### config.mk
export PLATFORM = sky130hd
export DESIGN_NAME = mem_arbiter
export DESIGN_NICKNAME = d
export VERILOG_FILES = /design/src/rtl/mem_arbiter.sv
export SDC_FILE = /design/constraint.sdc
export NUM_CORES = 1
export LEC_CHECK = 0
export ABC_CLOCK_PERIOD_IN_PS = 6200
export BUFFER_PORTS_ARGS = -buffer_cell sky130_fd_sc_hd__buf_4
export CAP_MARGIN = 40
export CORE_UTILIZATION = 47
export DETAILED_ROUTE_END_ITERATION = 7
export PLACE_DENSITY = 0.8
export RECOVER_POWER = 50
export SLEW_MARGIN = 0
export SYNTH_ARGS = -nofsm -noshare
export SYNTH_HDL_FRONTEND = slang
export SYNTH_SLANG_ARGS = --single-unit
### constraint.sdc
create_clock -name clk -period 6.2 [get_ports clk]
set_input_delay 0.93 -clock clk [delete_from_list [all_inputs] [get_ports clk]]
set_output_delay 0.93 -clock clk [all_outputs]
set_load 0.005 [all_outputs]
### src/rtl/mem_arbiter.sv
// mem_arbiter
// Serialises the instruction-fetch port and the data port of the request
// unit onto a single RAM port. Data requests win a tie unless the previous
// grant also went to data, which keeps fetch from starving behind a stream
// of loads/stores. Each completed access returns a one-cycle ihit/dhit pulse
// with the load data. A watchdog raises a sticky err when the RAM sits on an
// access for TIMEOUT cycles without answering.
//
// Ports:
//   clk, nrst            clock (rising edge), asynchronous active-high reset
//   imemren/imemaddr     fetch request (held until ihit) and its address
//   imemload/ihit        fetched word and its one-cycle completion pulse
//   dmemren/dmemwen      data read / write request (held until dhit)
//   dmemaddr/dmemstore   data address and write data
//   dmemload/dhit        read data and its one-cycle completion pulse
//   ram_ren/ram_wen      RAM read / write strobes (registered)
//   ram_addr/ram_store   RAM address and write data (registered)
//   ram_load/ram_ready   RAM read data, valid in the cycle ram_ready is high
//   err                  sticky RAM timeout flag
module mem_arbiter #(
    parameter int ADDR_W  = 32,
    parameter int DATA_W  = 32,
    parameter int TIMEOUT = 64
) (
    input  logic              clk,
    input  logic              nrst,
    input  logic              imemren,
    input  logic [ADDR_W-1:0] imemaddr,
    output logic [DATA_W-1:0] imemload,
    output logic              ihit,
    input  logic              dmemren,
    input  logic              dmemwen,
    input  logic [ADDR_W-1:0] dmemaddr,
    input  logic [DATA_W-1:0] dmemstore,
    output logic [DATA_W-1:0] dmemload,
    output logic              dhit,
    output logic              ram_ren,
    output logic              ram_wen,
    output logic [ADDR_W-1:0] ram_addr,
    output logic [DATA_W-1:0] ram_store,
    input  logic [DATA_W-1:0] ram_load,
    input  logic              ram_ready,
    output logic              err
);

    localparam int CNT_W = $clog2(TIMEOUT + 1);

    typedef enum logic [1:0] {
        IDLE = 2'd0,
        ACC  = 2'd1,
        HIT  = 2'd2
    } state_t;

    state_t             state;
    state_t             state_nx;
    logic               dreq;
    logic               any_req;
    logic               grant_d;
    logic               src_d;     // access in flight belongs to the data side
    logic               src_wr;    // access in flight is a write
    logic               last_d;    // previous grant went to the data side
    logic [CNT_W-1:0]   wd_cnt;

    // Grant decision, only acted on in IDLE. A simultaneous read+write
    // request is handled as a write further down.
    always_comb begin
        dreq    = dmemren | dmemwen;
        any_req = dreq | imemren;
        grant_d = dreq & ~(imemren & last_d);
    end

    always_comb begin
        state_nx = state;
        case (state)
            IDLE:    if (any_req)   state_nx = ACC;
            ACC:     if (ram_ready) state_nx = HIT;
            HIT:                    state_nx = IDLE;
            default:                state_nx = IDLE;
        endcase
    end

    always_ff @(posedge clk or posedge nrst) begin
        if (nrst) begin
            state <= IDLE;
        end else begin
            state <= state_nx;
        end
    end

    // Registered outputs and per-access bookkeeping.
    always_ff @(posedge clk or posedge nrst) begin
        if (nrst) begin
            ihit      <= 1'b0;
            dhit      <= 1'b0;
            ram_ren   <= 1'b0;
            ram_wen   <= 1'b0;
            err       <= 1'b0;
            last_d    <= 1'b0;
            src_d     <= 1'b0;
            src_wr    <= 1'b0;
            wd_cnt    <= '0;
            imemload  <= '0;
            dmemload  <= '0;
            ram_addr  <= '0;
            ram_store <= '0;
        end else begin
            // Hits are single-cycle: anything set below lasts only for HIT.
            ihit <= 1'b0;
            dhit <= 1'b0;
            case (state)
                IDLE: begin
                    if (any_req) begin
                        src_d    <= grant_d;
                        src_wr   <= grant_d & dmemwen;
                        last_d   <= grant_d;
                        ram_addr <= grant_d ? dmemaddr : imemaddr;
                        if (grant_d) begin
                            ram_store <= dmemstore;
                        end
                        ram_wen  <= grant_d & dmemwen;
                        ram_ren  <= ~(grant_d & dmemwen);
                        wd_cnt   <= '0;
                    end
                end
                ACC: begin
                    if (ram_ready) begin
                        ram_ren <= 1'b0;
                        ram_wen <= 1'b0;
                        // The access always completes; the hit is only
                        // reported if the requester is still asking for it.
                        if (src_d) begin
                            if (!src_wr) begin
                                dmemload <= ram_load;
                            end
                            dhit <= dreq;
                        end else begin
                            imemload <= ram_load;
                            ihit     <= imemren;
                        end
                    end else if (wd_cnt != CNT_W'(TIMEOUT)) begin
                        // Saturating count of unanswered ACC cycles.
                        wd_cnt <= wd_cnt + 1'b1;
                        if (wd_cnt == CNT_W'(TIMEOUT - 1)) begin
                            err <= 1'b1;
                        end
                    end
                end
                default: begin
                end
            endcase
        end
    end

endmodule
==> run summary, run 1 <==
## Synthesis
• sky130_fd_sc_hd__dfrtp_1, sky130_fd_sc_hd__mux2_2, sky130_fd_sc_hd__mux2i_1 — leading post-synthesis cells by cell area
• 549 — syn nets
• sky130_fd_sc_hd__dfrtp_1 — cell type with the highest aggregate area in the netlist
• 0.6215 — share of the yosys chip area belonging to registers
• 37 — count of distinct cell types in the synthesized netlist
• 0.6215 — proportion of netlist area held by the largest area contributor
• 144 — flops & latches, synth
• 413 — gate count after technology mapping
• 0.005798 mm^2 — area of the mapped netlist
• 0 — number of warnings issued by yosys
• 14.04 um^2 — mean area per synthesized cell

## Global route
• 0.2346 — global router's overall resource usage
• 22.52 mm — wire length of the first global-routing pass
• 0 — number of antenna violations at the first check in global routing
• 4356 — number of global-route vias before repair
• 69 — pin count of the biggest net entering global routing
• 0 — total global routing overflow

## Die
• 113.1 um — die height
• 113.1 um — floorplan die width
• 40 — Cell Rows
• 0.01201 mm^2 — Core Footprint
• 0.01278 mm^2 — area of the die
• 0.4827 — starting utilization of the core area
• 267 — number of primary I/O pins

## Worst setup path
• 33 — peak fanout along the critical path
• sky130_fd_sc_hd__buf_4 — cell mode on critical path
• last_d — Crit Reg-Reg Startpoint
• dmemwen — Crit. Startpoint
• input pin to flip-flop — kind of critical path
• input pin — kind of start point of the critical path
• 6.49 ns — data required time at the worst endpoint
• buf_4, nor2_1, a21oi_4, clkbuf_1, nand2_1, buf_4, mux2_2 — worst path cell trace
• 1.60 ns — Crit path largest cell delay
• 3.70 ns — arrival time of the worst setup path
• sky130_fd_sc_hd__clkbuf_1 — Critical Path Slowest Stage Cell
• flip-flop — endpoint kind of the worst setup timing path
• 3 — buffers plus inverters on the worst setup path
• 5 — Register-to-Register Path Depth
• 7 — critical path depth
• buffers and inverters — critical path's top delay family

## Route
• 4275 — via count
• 0 — drt drc
• 928 um — metal3 WL
• 7.521 mm — total length of routed met2 wires
• 221 — violation count after the first detailed-routing iteration
• met4 — uppermost layer routed
• 14.60 mm — Total Wirelength
• 5.053 — ratio of routed vias to standard cells
• 5.706 mm — post-route met1 wirelength
• 0 — final antenna-violating net count
• 4 — Pre-Repair DR Iteration Count
• 17.26 um — WL/cell

## Clock network
• 4 — maximum level of the CTS H-tree
• yes — TritonCTS clock tree
• 0 — Post-CTS Hold Buffers
• 0.42 ns — worst-skew pair later-pin latency
• 2 — clock tree buffer depth
• 0 — post_cts resized
• 0 — post-CTS setup buffers
• sky130_fd_sc_hd__clkbuf_16 — CTS root buf
• 17 — TritonCTS Buffers
• 0.06 ns — clk slew on worst S/H paths
• 144 — TritonCTS sink count

## Status
• finished with violations — status
• capacitance limit, slew limit — violations in the final reports

## Layout
• 883 — fillers
• 0.5565 — fraction of layout instances using a drive strength above 1
• 0 — antenna diode instance count
• sky130_fd_sc_hd__buf_4, sky130_fd_sc_hd__dfrtp_1, sky130_fd_sc_hd__mux2_2 — commonest cells after routing, fill and taps aside
• 822 — total number of nets in the final design
• 45.94% — Area Growth Syn to Fin
• sky130_fd_sc_hd__buf_4 — most common library cell in the layout ignoring fill and taps

## Place
• 10.97 mm — post-DP HPWL
• 3.506 ns — worst slack, placed
• 266 — number of input and output port buffers inserted
• 0.7685 — final weighted congestion in routability-driven placement

## STA
• no — unrepaired setup endpoints after global routing
• 2.887 ns — Least-Margin Pin Slew
• 0.5490 — period utilization
• 0.2938 GHz — maximum achievable frequency
• 3.404 ns — clock period minus worst slack
• 0 ns — Post-Route Setup TNS
• 0.01086 ns — final setup skew
• 103 — Pins Over Slew Limit
• 2.796 ns — final worst setup slack
• 0 — number of setup violations in the final report
• -0.9352 — worst slew margin relative to its limit
• 0 — number of endpoints with negative hold slack in the final report

## Worst hold path
• err — min-delay src
• 1 — Cells on Worst Hold Path
• flip-flop to flip-flop — Min-Delay Path Class

## Job
• 3 — count of max-cap constraint violations

## Pwr
• 503.9 mW/mm^2 — total power divided by cell area
• 0.2245 mV — worst vdd ir
• 0.004138 uW — total leakage power

worst reg2reg max path: stages (launching register included):
cell	delay, ns
sky130_fd_sc_hd__dfrtp_1	0.45
sky130_fd_sc_hd__a21oi_4	0.16
sky130_fd_sc_hd__clkbuf_1	1.60
sky130_fd_sc_hd__nand2_1	0.18
sky130_fd_sc_hd__buf_4	0.36
sky130_fd_sc_hd__mux2_2	0.34
layout make-up:
class	instances	area (um^2)	share of cell area
multi-input cells	245	2049	0.2422
inverters	5	20.02	0.002366
clock inverters	13	126.4	0.01493
flip-flops and latches	144	3603	0.4258
clock buffers	19	452.9	0.05353
well taps	147	183.9	0.02174
repair buffers	273	2026	0.2394
registers in the layout, indices dropped and copies added (netlist names), 2 cells and up:
signal,count
dmemload,32
state,2
ram_addr,32
ram_store,32
wd_cnt,7
imemload,32
final timing paths:
path,endpoint,slack [ns]
min in group asynchronous,ram_store[26],1.33
max,ram_store[18],2.80
min reg2reg,err,0.47
max reg2reg,ram_store[18],3.00
min,err,0.47
max in group asynchronous,ram_store[9],2.90
cell families after synthesis:
group | synth area share
AO/OA/AOI/OAI | 0.04899
XOR/XNOR | 0.001511
adder cells (fa/ha/maj) | 0.004315
buffers and inverters | 0.02266
flip-flops | 0.6215
multiplexers | 0.2471
AND/OR/NAND/NOR | 0.05395
routing by layer:
metal  vias up  global-route usage
met5         -                   0
li1       1994                   -
met3        34             0.05999
met2       204              0.3996
met4         0              0.1184
met1      2043              0.2761
synthesized netlist by cell type:
master	instances
sky130_fd_sc_hd__o2bb2ai_1	1
sky130_fd_sc_hd__a21boi_0	1
sky130_fd_sc_hd__dfrtp_1	144
sky130_fd_sc_hd__nor3b_4	1
sky130_fd_sc_hd__o31ai_1	1
sky130_fd_sc_hd__and3_1	2
sky130_fd_sc_hd__nor4_2	1
sky130_fd_sc_hd__or2_2	1
sky130_fd_sc_hd__a22o_1	2
sky130_fd_sc_hd__or3b_4	1
sky130_fd_sc_hd__buf_2	6
sky130_fd_sc_hd__nor2_2	2
sky130_fd_sc_hd__nand2b_1	1
sky130_fd_sc_hd__a31oi_4	1
sky130_fd_sc_hd__o31ai_2	1
sky130_fd_sc_hd__nand3b_1	1
sky130_fd_sc_hd__inv_1	5
sky130_fd_sc_hd__buf_4	3
sky130_fd_sc_hd__a21oi_1	1
sky130_fd_sc_hd__nor2_1	5
sky130_fd_sc_hd__o31a_1	1
sky130_fd_sc_hd__and2_1	1
sky130_fd_sc_hd__mux2_2	95
sky130_fd_sc_hd__a211o_1	1
sky130_fd_sc_hd__nand4_1	1
sky130_fd_sc_hd__mux2_1	2
sky130_fd_sc_hd__o21ai_0	34
sky130_fd_sc_hd__clkbuf_1	7
sky130_fd_sc_hd__nand2_1	43
sky130_fd_sc_hd__mux2i_1	34
sky130_fd_sc_hd__nand3_1	3
sky130_fd_sc_hd__xnor2_1	1
sky130_fd_sc_hd__ha_1	2
sky130_fd_sc_hd__a21oi_4	1
sky130_fd_sc_hd__buf_6	3
sky130_fd_sc_hd__nor3b_1	1
sky130_fd_sc_hd__nor3_1	2
stage by stage:
| step | hold WS (ns) | cells | cell area, um^2 | power (uW) | utilization |
|---|---|---|---|---|---|
| 3_3_place_gp | 0.4604 | 812 | 7923 | 3269 | 0.6596 |
| 6_report | 0.4693 | 846 | 8462 | 4264 | 0.7045 |
| 3_5_place_dp | 0.4684 | 814 | 7978 | 3365 | 0.6642 |
| 5_1_grt | 0.5076 | 846 | 8462 | 4513 | 0.7045 |
| 4_1_cts | 0.4817 | 846 | 8557 | 4365 | 0.7124 |
| 2_1_floorplan | 0.4650 | 413 | 5798 | 2398 | - |
power breakdown:
part	internal, uW	switching, uW	total, uW
combinational	966	653	1620
clock	579	406	985
sequential	1400	263	1660
Note: power is estimated with default switching activity, not from simulation.
==> run 2: changes to the inputs <==
Settings changed: ABC_CLOCK_PERIOD_IN_PS 6200 to 3200.
Clock period 6.2 ns to 3.2 ns, I/O delays scaled along.
==> run 2 against run 1 <==
The run now ends clean. Non-clock buffer count did not move. Combinational power rose by 92%. Cell area barely moved. Clock power rose by 100%. Via count rose by 0.19%. Total power rose by 95%. First-iteration DRC count fell by 29%. Sequential cell count did not move. Worst hold slack got worse by 0.25 ns. Critical path depth fell by 3. Critical endpoint is now dmemload[15]. Largest power group unchanged. Highest routed layer unchanged.
==> run summary, run 2 (same netlist as run 1, synthesis figures left out) <==
## Route
• 1.129 mm — metal3 WL, was 928 um
• 17.17 um — WL/cell, was 17.26 um
• 156 — violation count after the first detailed-routing iteration, was 221
• 4283 — via count, was 4275
• 5.483 mm — post-route met1 wirelength, was 5.706 mm
• 7.526 mm — total length of routed met2 wires, was 7.521 mm
• 0 — final antenna-violating net count, unchanged
• 0 — drt drc, unchanged
• 4 — Pre-Repair DR Iteration Count, unchanged
• met4 — uppermost layer routed, unchanged
• 5.063 — ratio of routed vias to standard cells, was 5.053
• 14.53 mm — Total Wirelength, was 14.60 mm

## Die
• 0.01278 mm^2 — area of the die, unchanged
• 113.1 um — floorplan die width, unchanged
• 113.1 um — die height, unchanged
• 0.4827 — starting utilization of the core area, unchanged
• 0.01201 mm^2 — Core Footprint, unchanged
• 267 — number of primary I/O pins, unchanged
• 40 — Cell Rows, unchanged

## STA
• 0.5204 GHz — maximum achievable frequency
• 0.6005 — period utilization
• no — unrepaired setup endpoints after global routing, unchanged
• 0.2895 — worst slew margin relative to its limit, was -0.9352
• 0.006500 ns — final setup skew, was 0.01086 ns
• 0 ns — Post-Route Setup TNS, unchanged
• 0.2180 ns — worst hold slack, was 0.4693 ns
• 0 — number of endpoints with negative hold slack in the final report, unchanged
• 1.066 ns — Least-Margin Pin Slew, was 2.887 ns
• 0 — number of setup violations in the final report, unchanged
• 0 — Pins Over Slew Limit, was 103
• 1.922 ns — clock period minus worst slack

## Place
• 10.90 mm — post-DP HPWL, was 10.97 mm
• 0.007944 mm^2 — cell area after placement, was 0.007978 mm^2
• 814 — number of cells in the design after placement, unchanged
• 266 — number of input and output port buffers inserted, unchanged
• 0.7799 — final weighted congestion in routability-driven placement, was 0.7685

## Global route
• 0 — total global routing overflow, unchanged
• 22.63 mm — wire length of the first global-routing pass, was 22.52 mm
• 0.2358 — global router's overall resource usage, was 0.2346
• 0 — number of antenna violations at the first check in global routing, unchanged
• 4367 — number of global-route vias before repair, was 4356
• 83 — pin count of the biggest net entering global routing, was 69

## Layout
• 0.008467 mm^2 — final design instance area without fill, was 0.008462 mm^2
• 822 — total number of nets in the final design, unchanged
• sky130_fd_sc_hd__buf_4, sky130_fd_sc_hd__dfrtp_1, sky130_fd_sc_hd__mux2_2 — commonest cells after routing, fill and taps aside, unchanged
• 0.5608 — fraction of layout instances using a drive strength above 1, was 0.5565
• sky130_fd_sc_hd__buf_4 — most common library cell in the layout ignoring fill and taps, unchanged
• 846 — post-route insts no fill, unchanged
• 46.03% — Area Growth Syn to Fin, was 45.94%
• 0 — antenna diode instance count, unchanged

## Status
• complete, no violations — status, was finished with violations

## Worst setup path
• flip-flop to flip-flop — kind of critical path, was input pin to flip-flop
• flip-flop — kind of start point of the critical path, was input pin
• sky130_fd_sc_hd__dfrtp_1 — Critical Path Slowest Stage Cell, was sky130_fd_sc_hd__clkbuf_1
• 2.22 ns — arrival time of the worst setup path, was 3.70 ns
• 0.40 ns — Crit path largest cell delay, was 1.60 ns
• flip-flop — endpoint kind of the worst setup timing path, unchanged
• 1.28 ns — slack of the worst reg-to-reg path, was 3.00 ns
• nand3b_1, nor3b_4, buf_4, mux2_2 — worst path cell trace, was buf_4, nor2_1, a21oi_4, clkbuf_1, nand2_1, buf_4, mux2_2
• 3.50 ns — data required time at the worst endpoint, was 6.49 ns
• 32 — peak fanout along the critical path, was 33

## Clock network
• 17 — TritonCTS Buffers, unchanged
• 4 — maximum level of the CTS H-tree, unchanged
• 0 — post_cts resized, unchanged
• 0 — post-CTS setup buffers, unchanged
• yes — TritonCTS clock tree, unchanged
• 0.06 ns — clk slew on worst S/H paths, about the same
• 0.42 ns — worst-skew pair later-pin latency, about the same
• 2 — clock tree buffer depth, unchanged
• sky130_fd_sc_hd__clkbuf_16 — CTS root buf, unchanged
• 144 — TritonCTS sink count, unchanged
• 0 — Post-CTS Hold Buffers, unchanged

## Pwr
• 0.5134 mV — worst vdd ir, was 0.2245 mV
• 979.8 mW/mm^2 — total power divided by cell area, was 503.9 mW/mm^2
• 8296 uW — total power draw, was 4264 uW
• 0.004172 uW — total leakage power, was 0.004138 uW

## Worst hold path
• input pin to async pin — Min-Delay Path Class, was flip-flop to flip-flop

## Job
• 0 — count of max-cap constraint violations, was 3

[run 2: changes by cell type in the layout (fill, tap and decap cells not counted), moves of 2 or more]
cell / before / now
sky130_fd_sc_hd__inv_6: 5 / 0
sky130_fd_sc_hd__clkinvlp_4: 7 / 0
sky130_fd_sc_hd__nor2_2: 0 / 2
sky130_fd_sc_hd__bufinv_16: 1 / 3
sky130_fd_sc_hd__nor2_1: 7 / 5
sky130_fd_sc_hd__clkinv_2: 0 / 6
sky130_fd_sc_hd__buf_16: 2 / 0
sky130_fd_sc_hd__clkinv_4: 0 / 2
sky130_fd_sc_hd__buf_4: 213 / 209
sky130_fd_sc_hd__clkbuf_4: 41 / 47
[run 2: layer usage]
| layer | up-vias | GRT usage |
|---|---|---|
| met4 | 0 | 0.1079 |
| met1 | 2058 | 0.2641 |
| met3 | 30 | 0.08516 |
| li1 | 1997 | - |
| met2 | 198 | 0.4029 |
| met5 | - | 0 |
[run 2: final cells by class]
| class | instances | area, um^2 |
|---|---|---|
| fill | 843 | 3545 |
| inverter | 5 | 20.02 |
| clock inverter | 11 | 137.6 |
| tap | 147 | 183.9 |
| clock buffer | 21 | 460.4 |
| multi-input combinational | 245 | 2058 |
| sequential | 144 | 3603 |
| timing repair buffer | 273 | 2003 |
[run 2: path summary, 6_finish.rpt]
path,start,to,cells past startpoint
worst min-delay path,nrst,ram_store[14],2
min in group clk,ram_load[28],dmemload[28],2
max in group asynchronous,nrst,ram_addr[29],3
worst max-delay path,state[1],dmemload[15],4
worst max register to register,state[1],dmemload[15],4
worst min register to register,ram_addr[12],ram_addr[12],2
[run 2: per-stage QoR]
step	worst slack [ns]	utilization
floorplan	0.9150	-
CTS	1.263	0.7111
global placement	1.260	0.6614
finish	1.278	0.7049
detailed placement	1.187	0.6614
global route	1.150	0.7049
[run 2: power by group]
group | switching, uW | internal (uW)
clock network | 723 | 1260
logic | 1270 | 1840
registers | 496 | 2710
total | 2490 | 5810
[run 2: worst max-delay path, delay by kind of cell, from the launching register on]
family | cells | cell delay [ns]
buffers and inverters | 1 | 0.40
flip-flops | 1 | 0.40
multiplexers | 1 | 0.40
AND/OR/NAND/NOR | 2 | 0.57
==> run 3: changes to the inputs <==
Settings changed: ABC_AREA set to 1, ABC_CLOCK_PERIOD_IN_PS 3200 to 1550, CORE_UTILIZATION 47 to 43, PLACE_DENSITY 0.8 to 0.77.
Clock period 3.2 ns to 1.55 ns, I/O delays scaled along.
==> run 3 against run 2 <==
Die area rose by 13%. Critical path depth increased by 5. Sequential power rose by 100%. Largest power group is now combinational logic.
==> run summary, run 3 <==
## Die
• 267 — number of primary I/O pins, unchanged
• 42 — Cell Rows, was 40
• 120.2 um — die height, was 113.1 um
• 0.4467 — starting utilization of the core area, was 0.4827
• 0.01445 mm^2 — area of the die, was 0.01278 mm^2
• 0.01345 mm^2 — Core Footprint, was 0.01201 mm^2
• 120.2 um — floorplan die width, was 113.1 um

## Global route
• 5720 — number of global-route vias before repair, was 4367
• 0.2521 — global router's overall resource usage, was 0.2358
• 79 — pin count of the biggest net entering global routing, was 83
• 0 — total global routing overflow, unchanged
• 0 — number of antenna violations at the first check in global routing, unchanged
• 28.21 mm — wire length of the first global-routing pass, was 22.63 mm

## Synthesis
• simple AND/OR/NAND/NOR gates — main combinational cell family by area after synthesis, was multiplexers
• 0.5996 — share of the yosys chip area belonging to registers, was 0.6215
• 22 — count of distinct cell types in the synthesized netlist, was 37
• sky130_fd_sc_hd__dfrtp_1 — cell type with the highest aggregate area in the netlist, unchanged
• 0.09036 — complex-gate fraction of the synthesized area, was 0.04899
• 695 — gate count after technology mapping, was 413
• 8.647 um^2 — mean area per synthesized cell, was 14.04 um^2
• 0.2384 — post-synthesis share of cell area spent on and, or, nand and nor gates, was 0.05395
• 0.006010 mm^2 — area of the mapped netlist, was 0.005798 mm^2
• 0 — mux share of post-synthesis cell area, was 0.2471
• 0 — number of warnings issued by yosys, unchanged
• 831 — syn nets, was 549
• 1.000 — FFs w/ async S/R, synth, unchanged
• 144 — flops & latches, synth, unchanged
• 0.001457 — xor/xnor cell area share of the yosys netlist, was 0.001511
• sky130_fd_sc_hd__nand2_1 — most frequently used cell type in the post-synthesis netlist, was sky130_fd_sc_hd__dfrtp_1
• 0.5996 — proportion of netlist area held by the largest area contributor, was 0.6215
• 0.004164 — Adder-Cell Fraction of Synth Area, was 0.004316
• sky130_fd_sc_hd__dfrtp_1, sky130_fd_sc_hd__nand2_1, sky130_fd_sc_hd__o21ai_0 — leading post-synthesis cells by cell area, was sky130_fd_sc_hd__dfrtp_1, sky130_fd_sc_hd__mux2_2, sky130_fd_sc_hd__mux2i_1
• sky130_fd_sc_hd__nand2_1, sky130_fd_sc_hd__dfrtp_1, sky130_fd_sc_hd__o21ai_0 — leading post-synthesis cells by instance count, was sky130_fd_sc_hd__dfrtp_1, sky130_fd_sc_hd__mux2_2, sky130_fd_sc_hd__nand2_1
• sky130_fd_sc_hd__dfrtp_1 — ys flop type, unchanged
• 0 — number of enable flip-flop cells after synthesis, unchanged

## Clock network
• 17 — TritonCTS Buffers, unchanged
• yes — TritonCTS clock tree, unchanged
• 2 — clock tree buffer depth, unchanged
• sky130_fd_sc_hd__clkbuf_16 — CTS root buf, unchanged
• 144 — TritonCTS sink count, unchanged
• 0.06 ns — clk slew on worst S/H paths, about the same
• 4 — maximum level of the CTS H-tree, unchanged
• 0.41 ns — worst-skew pair later-pin latency, was 0.42 ns

## Route
• 433 — violation count after the first detailed-routing iteration, was 156
• 5718 — via count, was 4283
• 4.946 — ratio of routed vias to standard cells, was 5.063
• 17.38 mm — Total Wirelength, was 14.53 mm
• 4 — Pre-Repair DR Iteration Count, unchanged
• 0 — drt drc, unchanged
• 0 — final antenna-violating net count, unchanged
• 15.03 um — WL/cell, was 17.17 um

## STA
• 0.7117 GHz — maximum achievable frequency, was 0.5204 GHz
• no — unrepaired setup endpoints after global routing, unchanged
• 0 — number of setup violations in the final report, unchanged
• 0.007745 ns — final setup skew, was 0.006500 ns
• 0.03467 ns — worst hold slack, was 0.2180 ns
• 0 ns — Post-Route Setup TNS, unchanged
• 0 — Pins Over Slew Limit, unchanged
• 0 — number of endpoints with negative hold slack in the final report, unchanged
• 0.9065 — period utilization, was 0.6005
• 1.405 ns — clock period minus worst slack, was 1.922 ns
• 0.3987 — worst slew margin relative to its limit, was 0.2895
• 0.9020 ns — Least-Margin Pin Slew, was 1.066 ns

## Job
• 0 — count of max-cap constraint violations, unchanged

## Layout
• sky130_fd_sc_hd__nand2_1, sky130_fd_sc_hd__buf_4, sky130_fd_sc_hd__dfrtp_1 — commonest cells after routing, fill and taps aside, was sky130_fd_sc_hd__buf_4, sky130_fd_sc_hd__dfrtp_1, sky130_fd_sc_hd__mux2_2
• 1167 — fillers, was 843
• 0.008909 mm^2 — final design instance area without fill, was 0.008467 mm^2
• 48.24% — Area Growth Syn to Fin, was 46.03%
• 0.003603 mm^2 — Sequential cell area, unchanged
• 1104 — total number of nets in the final design, was 822
• sky130_fd_sc_hd__nand2_1 — most common library cell in the layout ignoring fill and taps, was sky130_fd_sc_hd__buf_4
• 0.002031 mm^2 — multi-input combinational cell area, was 0.002058 mm^2
• 0.3235 — fraction of layout instances using a drive strength above 1, was 0.5608
• 0 — antenna diode instance count, unchanged

## Worst setup path
• 1.84 ns — data required time at the worst endpoint, was 3.50 ns
• state[1] — Crit. Startpoint, unchanged
• 27 — peak fanout along the critical path, was 32
• 9 — Register-to-Register Path Depth, was 4
• state[1] — Crit Reg-Reg Startpoint, unchanged
• 1.70 ns — arrival time of the worst setup path, was 2.22 ns
• flip-flop to flip-flop — kind of critical path, unchanged
• flip-flop — endpoint kind of the worst setup timing path, unchanged
• flip-flop — kind of start point of the critical path, unchanged

## Pwr
• 0.004698 uW — total leakage power, was 0.004172 uW
• 0.253 — portion of total power attributed to the clock network, was 0.239
• 0.362 — register share of total power, was 0.386
• 2007 mW/mm^2 — total power divided by cell area, was 979.8 mW/mm^2
• 6013 uW — net switching power figure, was 2490 uW
• 0.385 — share of power burned in combinational logic, was 0.375
• 0.9283 mV — worst vdd ir, was 0.5134 mV
• 0.3363 — switching fraction of total power, was 0.3002
• 11870 uW — Cell Int Power, was 5806 uW

## Status
• complete, no violations — status, unchanged

## Worst hold path
• 3 — Cells on Worst Hold Path
• input pin to flip-flop — Min-Delay Path Class, was input pin to async pin
• ram_load[27] — min-delay src

## Place
• 266 — number of input and output port buffers inserted, unchanged
• 0.008272 mm^2 — cell area after placement, was 0.007944 mm^2
• 0.8239 — final weighted congestion in routability-driven placement, was 0.7799
• 12.13 mm — post-DP HPWL, was 10.90 mm

[run 3: worst paths after layout]
check | end | slack, ns
setup / recovery | imemload[23] | 0.14
hold / removal | dmemload[27] | 0.03
setup reg to reg | imemload[23] | 0.14
hold reg to reg | err | 0.46
max in group asynchronous | ram_store[6] | 0.25
min in group asynchronous | dmemload[4] | 0.58
[run 3: what timing repair did]
item                                    CTS  global route
gates cloned                              1             0
pin swaps                                 1             0
buffers inserted                          2             0
endpoints found under the setup margin   35            19
gates resized for setup                   0             3
hold buffers                              1             0
hold endpoints to repair                110             0
[run 3: final cells by class]
class	count	area share
flip-flops and latches	144	0.4045
multi-input cells	460	0.2279
repair buffers	291	0.2452
clock buffers	22	0.05435
well taps	176	0.02472
inverters	54	0.02317
clock inverters	9	0.02008
[run 3: worst max-delay path: stages (launching register included)]
cell and delay [ns]:
sky130_fd_sc_hd__dfrtp_1 0.36, sky130_fd_sc_hd__inv_1 0.08, sky130_fd_sc_hd__nand2_2 0.12, sky130_fd_sc_hd__inv_1 0.08
sky130_fd_sc_hd__nand2_1 0.08, sky130_fd_sc_hd__inv_2 0.07, sky130_fd_sc_hd__nand2_2 0.14, sky130_fd_sc_hd__buf_12 0.21
sky130_fd_sc_hd__nand2_1 0.08, sky130_fd_sc_hd__nand2_1 0.06
[run 3: power by group through the flow]
| stage | clock network [uW] | logic (uW) | registers (uW) |
|---|---|---|---|
| final | 4520 | 6880 | 6480 |
| after detailed placement | 0 | 7050 | 6520 |
| after floorplan | 0 | 2990 | 6580 |
| after global routing | 4780 | 7750 | 6710 |
| after global placement | 0 | 6890 | 6510 |
| after CTS | 4590 | 7130 | 6510 |
[run 3: through the flow]
stage               setup slack, ns  cells    util  total power [uW]
floorplan                   -0.4875    695       -              9567
global placement            -0.1270   1121  0.6149             13400
detailed placement          -0.1810   1121  0.6149             13570
CTS                         0.09135   1156  0.6674             18220
global route                0.01104   1156  0.6622             19230
finish                       0.1449   1156  0.6622             17880
[run 3: cell families (layout without fill, tap and decap cells)]
kind of cell             Yosys count  after routing
adder cells (fa/ha/maj)            2              2
AO/OA/AOI/OAI                    106            106
AND/OR/NAND/NOR                  350            351
flip-flops                       144            144
XOR/XNOR                           1              1
buffers and inverters             92            376
[run 3: layer usage]
| metal | vias up | track usage | routed length [um] |
|---|---|---|---|
| met1 | 2693 | 0.3078 | 7002 |
| li1 | 2763 | - | - |
| met2 | 234 | 0.4282 | 8680 |
| met5 | - | 0 | 0 |
| met3 | 28 | 0.06840 | 1285 |
| met4 | 0 | 0.09028 | 410 |
